File: src/rtl/ram_clear_port_controller.sv
`default_nettype none
//==============================================================================
//  Module   : ram_clear_port_controller
//  Purpose  : Request controller placed directly in front of one port of
//             simple_dual_port_ram. It presents a valid/ready request
//             interface and a back-pressurable read-response interface to a
//             client. It also runs a hardware sweep that writes CLEAR_VALUE to
//             every RAM index, either after reset or on request. Client traffic
//             is blocked while the sweep runs.
//
//  Ports    : clock, reset (sync, active-low)
//             clear_request                  - starts a sweep when idle
//             req_valid/req_ready/req_write/
//             req_address/req_data           - client request channel
//             resp_valid/resp_ready/resp_data - client read-response channel
//             busy, clear_done               - sweep status
//             ram_writeEnable/ram_writeData/
//             ram_address/ram_readData       - RAM port (1-cycle read latency)
//
//  Revision : 1.0 - initial release
//==============================================================================
module ram_clear_port_controller #(
    parameter int                    DATA_WIDTH     = 32,
    parameter int                    ADDRESS_WIDTH  = 32,
    parameter int                    INDEX_BITS     = 8,
    parameter logic [DATA_WIDTH-1:0] CLEAR_VALUE    = '0,
    parameter bit                    CLEAR_ON_RESET = 1'b1
) (
    input  logic                     clock,
    input  logic                     reset,
    input  logic                     clear_request,
    input  logic                     req_valid,
    output logic                     req_ready,
    input  logic                     req_write,
    input  logic [ADDRESS_WIDTH-1:0] req_address,
    input  logic [DATA_WIDTH-1:0]    req_data,
    output logic                     resp_valid,
    input  logic                     resp_ready,
    output logic [DATA_WIDTH-1:0]    resp_data,
    output logic                     busy,
    output logic                     clear_done,
    output logic                     ram_writeEnable,
    output logic [DATA_WIDTH-1:0]    ram_writeData,
    output logic [ADDRESS_WIDTH-1:0] ram_address,
    input  logic [DATA_WIDTH-1:0]    ram_readData
);

    typedef enum logic [0:0] {
        ST_IDLE  = 1'b0,
        ST_CLEAR = 1'b1
    } state_t;

    localparam logic [INDEX_BITS-1:0] c_cnt_last    = {INDEX_BITS{1'b1}};
    localparam state_t                c_reset_state = CLEAR_ON_RESET ? ST_CLEAR : ST_IDLE;

    state_t                     r_state;
    logic [INDEX_BITS-1:0]      r_cnt;
    logic                       r_pending;      // read data is on ram_readData this cycle
    logic                       r_hold_valid;   // stalled read data parked in r_hold_data
    logic [DATA_WIDTH-1:0]      r_hold_data;
    logic                       r_clear_done;
    logic [ADDRESS_WIDTH-1:0]   r_last_addr;
    logic [DATA_WIDTH-1:0]      r_last_wdata;

    logic                       w_accept;
    logic [ADDRESS_WIDTH-1:0]   w_cnt_addr;
    logic                       w_ram_we;
    logic [ADDRESS_WIDTH-1:0]   w_ram_addr;
    logic [DATA_WIDTH-1:0]      w_ram_wdata;

    // Zero-extend the sweep index onto the RAM address bus.
    generate
        if (ADDRESS_WIDTH > INDEX_BITS) begin : g_cnt_pad
            assign w_cnt_addr = {{(ADDRESS_WIDTH-INDEX_BITS){1'b0}}, r_cnt};
        end else begin : g_cnt_trunc
            assign w_cnt_addr = r_cnt[ADDRESS_WIDTH-1:0];
        end
    endgenerate

    // A new request may issue when idle and no response would be left without
    // a place to live: the hold register must be empty, and any response now
    // on ram_readData must be consumed this cycle.
    assign req_ready  = (r_state == ST_IDLE) & ~r_hold_valid & ~(r_pending & ~resp_ready);
    assign w_accept   = req_valid & req_ready;

    assign resp_valid = r_pending | r_hold_valid;
    assign resp_data  = r_hold_valid ? r_hold_data : ram_readData;
    assign busy       = (r_state == ST_CLEAR);
    assign clear_done = r_clear_done;

    // RAM port drive. The sweep owns the port. Otherwise an accepted request
    // drives it. When the port is unused, address and data keep their last
    // values so the bus does not toggle needlessly.
    always_comb begin
        w_ram_we    = 1'b0;
        w_ram_addr  = r_last_addr;
        w_ram_wdata = r_last_wdata;
        if (r_state == ST_CLEAR) begin
            w_ram_we    = 1'b1;
            w_ram_addr  = w_cnt_addr;
            w_ram_wdata = CLEAR_VALUE;
        end else if (w_accept) begin
            w_ram_we    = req_write;
            w_ram_addr  = req_address;
            w_ram_wdata = req_data;
        end
    end

    assign ram_writeEnable = w_ram_we;
    assign ram_address     = w_ram_addr;
    assign ram_writeData   = w_ram_wdata;

    // Control state: sweep FSM, response tracking and the done pulse.
    always_ff @(posedge clock) begin
        if (!reset) begin
            r_state      <= c_reset_state;
            r_cnt        <= '0;
            r_pending    <= 1'b0;
            r_hold_valid <= 1'b0;
            r_clear_done <= 1'b0;
        end else begin
            r_clear_done <= 1'b0;
            if (r_state == ST_CLEAR) begin
                r_cnt <= r_cnt + 1'b1;      // wraps to 0 after the last index
                if (r_cnt == c_cnt_last) begin
                    r_state      <= ST_IDLE;
                    r_clear_done <= 1'b1;
                end
            end else if (clear_request) begin
                r_state <= ST_CLEAR;
                r_cnt   <= '0;
            end

            r_pending <= w_accept & ~req_write;

            // Park a response the client did not take, and release it once it
            // is taken. Both flags are never set together, because req_ready
            // blocks new reads while the hold register is full.
            if (r_pending && !resp_ready) begin
                r_hold_valid <= 1'b1;
            end else if (r_hold_valid && resp_ready) begin
                r_hold_valid <= 1'b0;
            end
        end
    end

    // Datapath registers. These need no reset because their contents are
    // only observed behind a control flag, or as the idle bus value.
    always_ff @(posedge clock) begin
        if (r_pending && !resp_ready) begin
            r_hold_data <= ram_readData;
        end
        r_last_addr  <= w_ram_addr;
        r_last_wdata <= w_ram_wdata;
    end

endmodule
`default_nettype wire

File: config.mk
export PLATFORM = sky130hd
export DESIGN_NAME = ram_clear_port_controller
export DESIGN_NICKNAME = d
export VERILOG_FILES = /design/src/rtl/ram_clear_port_controller.sv
export SDC_FILE = /design/constraint.sdc
export NUM_CORES = 1
export LEC_CHECK = 0
export ABC_AREA = 1
export BUFFER_PORTS_ARGS = -buffer_cell sky130_fd_sc_hd__buf_2
export CAP_MARGIN = 15
export CORE_MARGIN = 5
export CORE_UTILIZATION = 51
export DETAILED_ROUTE_END_ITERATION = 10
export PLACE_DENSITY = 0.95
export SYNTH_ARGS = -nofsm -noshare
export SYNTH_HDL_FRONTEND = slang
export SYNTH_SLANG_ARGS = --single-unit
File: constraint.sdc
create_clock -name clock -period 3.8 [get_ports clock]
set_input_delay 0.19 -clock clock [delete_from_list [all_inputs] [get_ports clock]]
set_output_delay 0.19 -clock clock [all_outputs]
set_load 0.02 [all_outputs]
==> results of run 1 <==
## registers in the layout (all words and copies together) (netlist names)
register / flops
r_cnt: 8
r_last_wdata: 32
r_hold_valid: 1
r_hold_data: 32
r_pending: 1
busy: 1
clear_done: 1
r_last_addr: 32
## power by group through the flow
stage          clock network, mW  logic [mW]  registers, mW
5_1_grt                    0.686       0.159           1.19
3_5_place_dp                   0       0.139           1.22
3_3_place_gp                   0       0.135           1.22
6_report                   0.620       0.143           1.19
4_1_cts                    0.636       0.141           1.19
2_1_floorplan                  0      0.0567           1.22
## worst paths after layout
path / start / endpoint / slack (ns) / cells past startpoint
max: busy / ram_writeData[7] / 1.01 / 7
min reg2reg: r_cnt[6] / clear_done / 0.51 / 2
min: ram_readData[16] / r_hold_data[16] / 0.02 / 1
max reg2reg: busy / r_last_wdata[7] / 1.68 / 6
## through the flow
step	hold WS [ns]	setup WS (ns)	util, %	instances
after global routing	0.000802	0.780	67.0	937
final	0.0202	1.01	67.0	937
after CTS	0.000311	0.966	66.4	933
after floorplan	0.260	2.12	-	632
after global placement	0.375	1.46	64.3	915
after detailed placement	0.378	1.37	64.3	915
## repair_timing
action	in CTS	in global routing
gates resized for setup	0	0
endpoints found under the setup margin	0	0
hold buffers	2	3
endpoints found under the hold margin	2	3
## placed cells by master, fill, tap and decap left out, types with 4 or more instances in the layout
| master | instances |
|---|---|
| sky130_fd_sc_hd__a21oi_1 | 6 |
| sky130_fd_sc_hd__buf_2 | 202 |
| sky130_fd_sc_hd__clkbuf_8 | 9 |
| sky130_fd_sc_hd__dfxtp_1 | 76 |
| sky130_fd_sc_hd__dlygate4sd3_1 | 5 |
| sky130_fd_sc_hd__edfxtp_1 | 32 |
| sky130_fd_sc_hd__inv_1 | 80 |
| sky130_fd_sc_hd__nand2_1 | 249 |
| sky130_fd_sc_hd__nand3_1 | 10 |
| sky130_fd_sc_hd__nand4_1 | 10 |
| sky130_fd_sc_hd__nor2_1 | 122 |
| sky130_fd_sc_hd__nor3_1 | 4 |
## layout make-up
type / instances / area [um^2] / share of cell area, %
Inverter: 81 / 304 / 5.18
Clock buffer: 11 / 131 / 2.24
Tap cell: 108 / 135 / 2.30
Clock inverter: 5 / 36.3 / 0.618
Timing Repair Buffer: 211 / 1120 / 19.0
Sequential cell: 108 / 2480 / 42.3
Multi-Input combinational cell: 413 / 1670 / 28.4
## worst max-delay path: cells and delay by family, from the launching register on
kind                   cells  cell delay (ns)
buffers and inverters      2             0.62
AND/OR/NAND/NOR            5             1.05
flip-flops                 1             0.53
## layer usage
metal	up-vias	share of wire, %	GRT usage (%)
met5	-	0	0
met4	0	0.96	5.75
met3	11	8.2	5.06
met2	161	48	33.6
met1	1815	43	24.7
li1	2269	-	-
## cell families after synthesis
family / Yosys count / synth area share [%]
AND/OR/NAND/NOR: 402 / 34.7
flip-flops: 108 / 53.8
AO/OA/AOI/OAI: 10 / 1.19
buffers and inverters: 111 / 10.1
adder cells (fa/ha/maj): 1 / 0.271
==> impl_summary.log, run 1 <==
[metrics] Detailed Routing Iterations Pass 1: 5
[metrics] worst-margin pin slew: just over 0.9 ns
[metrics] dominant cell by count in the synthesized netlist: sky130_fd_sc_hd__nand2_1
[metrics] number of sinks handled by clock tree synthesis: approximately 110
[metrics] Cells after Synth: 632
[metrics] ys async rst share: 0%
[metrics] number of core rows: 34
[metrics] number of vias after detailed routing: 4256
[metrics] Die X-Extent: approximately 110 um
[metrics] final hold viol count: 0
[metrics] floorplan die height: 105 um
[metrics] sequential fraction of the synthesis area: around 54%
[metrics] CTS H-tree lvls: 3
[metrics] run status: complete, no violations
[metrics] worst hold path class: in -> reg
[metrics] full die area: between 0.01 and 0.015 mm^2
[metrics] Netlist Area Pre-Place: 0.00462 mm^2
[metrics] cell taking the most area after synthesis: sky130_fd_sc_hd__dfxtp_1
[metrics] aggregate negative setup slack: 0 ns
[metrics] largest net degree at the start of global routing: approximately 70
[metrics] Mapped Nets: approximately 740
[metrics] post-CTS setup-driven buffer insertion count: 0
[metrics] min Tclk post-route: between 2 and 3 ns
[metrics] placed instance area: 0.00564 mm^2
[metrics] Clock transition at path regs: about 0.10 ns
[metrics] Comb pwr share: roughly 7.3%
[metrics] synthesis-to-layout area growth: 27.2%
[metrics] Int Pwr: approximately 1.5 mW
[metrics] most frequent cell on the critical path: sky130_fd_sc_hd__nand2_1
[metrics] Post-synth top cells: sky130_fd_sc_hd__nand2_1 (249), sky130_fd_sc_hd__nor2_1 (122), sky130_fd_sc_hd__inv_1 (80), sky130_fd_sc_hd__dfxtp_1 (76), sky130_fd_sc_hd__edfxtp_1 (32)
[metrics] post-route DRC violation count: 0
[metrics] switching component of the power: 0.459 mW
[metrics] CP max-delay cell: sky130_fd_sc_hd__dfxtp_1
[metrics] wire length per cell: 12.2 um
[metrics] data required time of the worst path: approximately 3.6 ns
[metrics] CTS tree: built
[metrics] yosys warns: 0
[metrics] layout cell share with drive strength beyond 1: 27.1%
[metrics] critical path cell sequence: nor2_8, nand3_4, buf_12, nand2_1, nand2_1, nor2_1, buf_2
[metrics] power per unit of standard cell area: roughly 330 mW/mm^2
[metrics] max-cap viol count: 0
[metrics] crit path max fanout: 63
[metrics] count of final setup violators: 0
[metrics] number of synthesized flops with an enable pin: 32
[metrics] aggregate routed wire length: 11500 um
[metrics] Worst setup EP type: output pin
[metrics] RSZ-0062 raised after global routing: no
[metrics] buffer depth of the longest clock path: 2
[metrics] register share of total power: approximately three fifths
[metrics] later-pin clock latency in the skew report: 0.36 ns
[metrics] Startpoint Class: register
[metrics] CP Class: reg -> out
[metrics] clock network fraction of design power: a little under a third
[metrics] Yosys top cell area share: 33.0%
[metrics] synthesis-stage register bit count: 108
[metrics] static leakage: around 3.3 nW
[metrics] clock skew after layout: about 0.013 ns
[metrics] via count of the first global-routing pass: between 3000 and 4000
[metrics] Post-synth top flop: sky130_fd_sc_hd__dfxtp_1
[metrics] largest voltage drop on the vdd net: 177 uV
[metrics] global-route wire length before repair: about 18000 um
[metrics] number of DRC markers in iteration 0: between 200 and 300
[metrics] power after layout: slightly below 2 mW
[metrics] GP Congestion: about 0.8
[metrics] count of inserted antenna diode cells: 0
[metrics] CORE AREA: roughly 0.0088 mm^2
[metrics] post-DR vias/cell: 4.54
[metrics] master cell of the clock root buffer: sky130_fd_sc_hd__clkbuf_8
[metrics] switch share: a little under a quarter
[metrics] half-perimeter wire length after placement: roughly 8300 um
[metrics] antenna-violating nets left: 0
[metrics] worst relative slew slack: between 30% and 40%
[metrics] final count of pins violating max slew: 0
[metrics] net count reported at finish: between 900 and 1000
[metrics] Remaining Overflow, GRT: 0
[metrics] worst endpoint data arrival time: 2.60 ns
[metrics] number of antenna violations at the first check in global routing: 0
[metrics] largest cells by area after synthesis: sky130_fd_sc_hd__dfxtp_1 (33%), sky130_fd_sc_hd__edfxtp_1 (21%), sky130_fd_sc_hd__nand2_1 (20%)
[metrics] total routing usage reported by global routing: approximately a fifth
[metrics] final standard cell area without fillers: approximately 0.0059 mm^2
[metrics] Yosys cell types: 23
[metrics] number of top-level design ports: 203
[metrics] effective utilization at floorplan: 52.7%
[metrics] share of the clock period used by the worst path after layout: about three quarters
[metrics] Port Buf Inserts: ~200
[metrics] Achievable Freq: about 0.36 GHz
[metrics] delay of the slowest cell on the worst path: approximately 0.53 ns
[metrics] per-instance average area after synthesis: around 7.3 um^2
[metrics] cts bufs inserted: 9
[metrics] Filler cells: around 750
No activity file was read; power rests on OpenSTA's default activity.
==> run 2, diff against run 1 <==
Settings changed: CORE_UTILIZATION 51 to 43, PLACE_DENSITY 0.95 to 0.88.
Clock period 3.8 ns to 2.33 ns, I/O delays scaled along.
==> run 2 against run 1 <==
Core utilization is 6.3 points lower. Via count grew 8.5%. Clock-buffer cell count did not move. First-iteration DRC count rose by 30%. Wire length grew 11%. Register-to-register slack got worse by 0.81 ns. Power increased by 70%. Non-clock buffer count increased by 40. Sequential power is 63% higher. Clock power is 74% higher. Sequential cell count did not move. Critical endpoint is now ram_address[27].
==> impl_summary.log, run 2 (synthesis results as in run 1) <==
[metrics] synthesis-to-layout area growth: 37.1%
[metrics] clock skew after layout: between 0.01 and 0.015 ns
[metrics] master cell of the clock root buffer: sky130_fd_sc_hd__clkbuf_8
[metrics] count of final setup violators: 0
[metrics] max-cap viol count: 0
[metrics] total routing usage reported by global routing: between 10% and 20%
[metrics] Detailed Routing Iterations Pass 1: 5
[metrics] number of top-level design ports: slightly above 200
[metrics] worst endpoint data arrival time: around 2 ns
[metrics] layout cell share with drive strength beyond 1: between 20% and 30%
[metrics] final hold viol count: 0
[metrics] Post-CTS Resized: 0
[metrics] buffer depth of the longest clock path: 2
[metrics] half-perimeter wire length after placement: ~8300 um
[metrics] worst relative slew slack: approximately 68%
[metrics] worst-margin pin slew: 0.475 ns
[metrics] Port Buf Inserts: around 200
[metrics] number of core rows: 37
[metrics] count of inserted antenna diode cells: 0
[metrics] share of the clock period used by the worst path after layout: about nine tenths
[metrics] RSZ-0062 raised after global routing: no
[metrics] net count reported at finish: between 900 and 1000
[metrics] final count of pins violating max slew: 0
[metrics] crit path max fanout: approximately 120
[metrics] number of DRC markers in iteration 0: between 300 and 400
[metrics] number of cells on the worst hold path: 3
[metrics] registers with the most flip-flops: r_hold_data: 32 flops, r_last_addr: 32 flops, r_last_wdata: 32 flops
[metrics] Die X-Extent: ~110 um
[metrics] Achievable Freq: ~0.47 GHz
[metrics] via count of the first global-routing pass: approximately 4400
[metrics] post-route DRC violation count: 0
[metrics] CP Class: in -> out
[metrics] Worst setup EP type: output pin
[metrics] aggregate negative setup slack: 0 ns
[metrics] power after layout: approximately 3.3 mW
[metrics] CTS H-tree lvls: 3
[metrics] wire length per cell: approximately 13 um
[metrics] power per unit of standard cell area: between 500 and 600 mW/mm^2
[metrics] worst hold slack: 0.0222 ns
[metrics] worst hold path class: in -> reg
[metrics] Clock transition at path regs: 0.10 ns
[metrics] highest-count cells in the layout ignoring fill and taps: sky130_fd_sc_hd__nand2_1 (249), sky130_fd_sc_hd__buf_2 (202), sky130_fd_sc_hd__nor2_1 (122)
[metrics] static leakage: approximately 3.5 nW
[metrics] post-DR vias/cell: 4.59
[metrics] number of sinks handled by clock tree synthesis: 108
[metrics] floorplan die height: 114 um
[metrics] full die area: 0.0129 mm^2
[metrics] largest voltage drop on the vdd net: about 260 uV
[metrics] aggregate routed wire length: around 13000 um
[metrics] cts bufs inserted: 9
[metrics] antenna-violating nets left: 0
[metrics] effective utilization at floorplan: around 44%
[metrics] Remaining Overflow, GRT: 0
[metrics] leading cell type in the layout, fill and taps excluded: sky130_fd_sc_hd__nand2_1
[metrics] post-CTS setup-driven buffer insertion count: 0
[metrics] number of antenna violations at the first check in global routing: 0
[metrics] min Tclk post-route: around 2.1 ns
[metrics] CTS tree: built
[metrics] largest net degree at the start of global routing: roughly 120
[metrics] later-pin clock latency in the skew report: between 0.3 and 0.4 ns
[metrics] global-route wire length before repair: 20400 um
[metrics] CORE AREA: roughly 0.010 mm^2
[metrics] number of vias after detailed routing: ~4600
[metrics] data required time of the worst path: between 2 and 2.5 ns
[metrics] Startpoint Class: input pin
[metrics] GP Congestion: around 0.84
[metrics] path depth of the worst reg2reg path: 6
[metrics] run status: complete, no violations
-- run 2: cell count changes in the layout (fill, tap and decap cells not counted), sizes merged --
| cell | before | now |
|---|---|---|
| dlygate4sd3 | 5 | 42 |
| clkinvlp | 2 | 1 |
| buf | 206 | 209 |
| inv | 82 | 83 |
-- run 2: final timing paths --
path                                   start               end  slack [ns]
worst max register to register          busy          r_cnt[7]        0.87
worst min register to register      r_cnt[6]        clear_done        0.50
worst max-delay path              resp_ready   ram_address[27]        0.22
worst min-delay path            req_data[10]  r_last_wdata[10]        0.02
-- run 2: through the flow --
| stage | cells | worst slack (ns) | util [%] | instance area [um^2] |
|---|---|---|---|---|
| 6_report | 1005 | 0.216 | 60.7 | 6330 |
| 5_1_grt | 1005 | 0.0638 | 60.7 | 6330 |
| 4_1_cts | 1005 | 0.250 | 60.7 | 6330 |
| 3_5_place_dp | 947 | 0.715 | 54.8 | 5710 |
| 3_3_place_gp | 947 | 0.716 | 54.8 | 5710 |
| 2_1_floorplan | 632 | 0.698 | - | 4620 |
-- run 2: worst max-delay path: stages --
cell and delay, ns:
sky130_fd_sc_hd__dlygate4sd3_1 0.54, sky130_fd_sc_hd__buf_2 0.13, sky130_fd_sc_hd__inv_1 0.06, sky130_fd_sc_hd__nand2_2 0.14, sky130_fd_sc_hd__nand3_4 0.11, sky130_fd_sc_hd__buf_12 0.40
sky130_fd_sc_hd__nor2_1 0.08, sky130_fd_sc_hd__nor2_1 0.20, sky130_fd_sc_hd__buf_2 0.20
-- run 2: layout make-up --
| class | count | area (um^2) |
|---|---|---|
| Fill cell | 878 | 4090 |
| Sequential cell | 108 | 2480 |
| Multi-Input combinational cell | 413 | 1670 |
| Timing Repair Buffer | 251 | 1510 |
| Inverter | 81 | 304 |
| Tap cell | 136 | 170 |
| Clock buffer | 11 | 151 |
| Clock inverter | 5 | 42.5 |
-- run 2: repair_timing --
action | CTS | global route
endpoints found under the hold margin | 42 | 0
setup endpoints to repair | 0 | 0
hold buffers | 42 | 0
-- run 2: routing by layer --
| layer | share of wire, % | up-vias | global-route usage (%) |
|---|---|---|---|
| met3 | 7.9 | 20 | 3.77 |
| met2 | 49 | 207 | 33.5 |
| met4 | 1.6 | 0 | 6.25 |
| li1 | - | 2349 | - |
| met5 | 0 | - | 0 |
| met1 | 41 | 2041 | 23.9 |
-- run 2: where the power goes --
part	switching [mW]	internal, mW	total, mW
logic	0.142	0.149	0.291
clock network	0.623	0.460	1.08
registers	0.00552	1.94	1.94
total	0.771	2.55	3.32
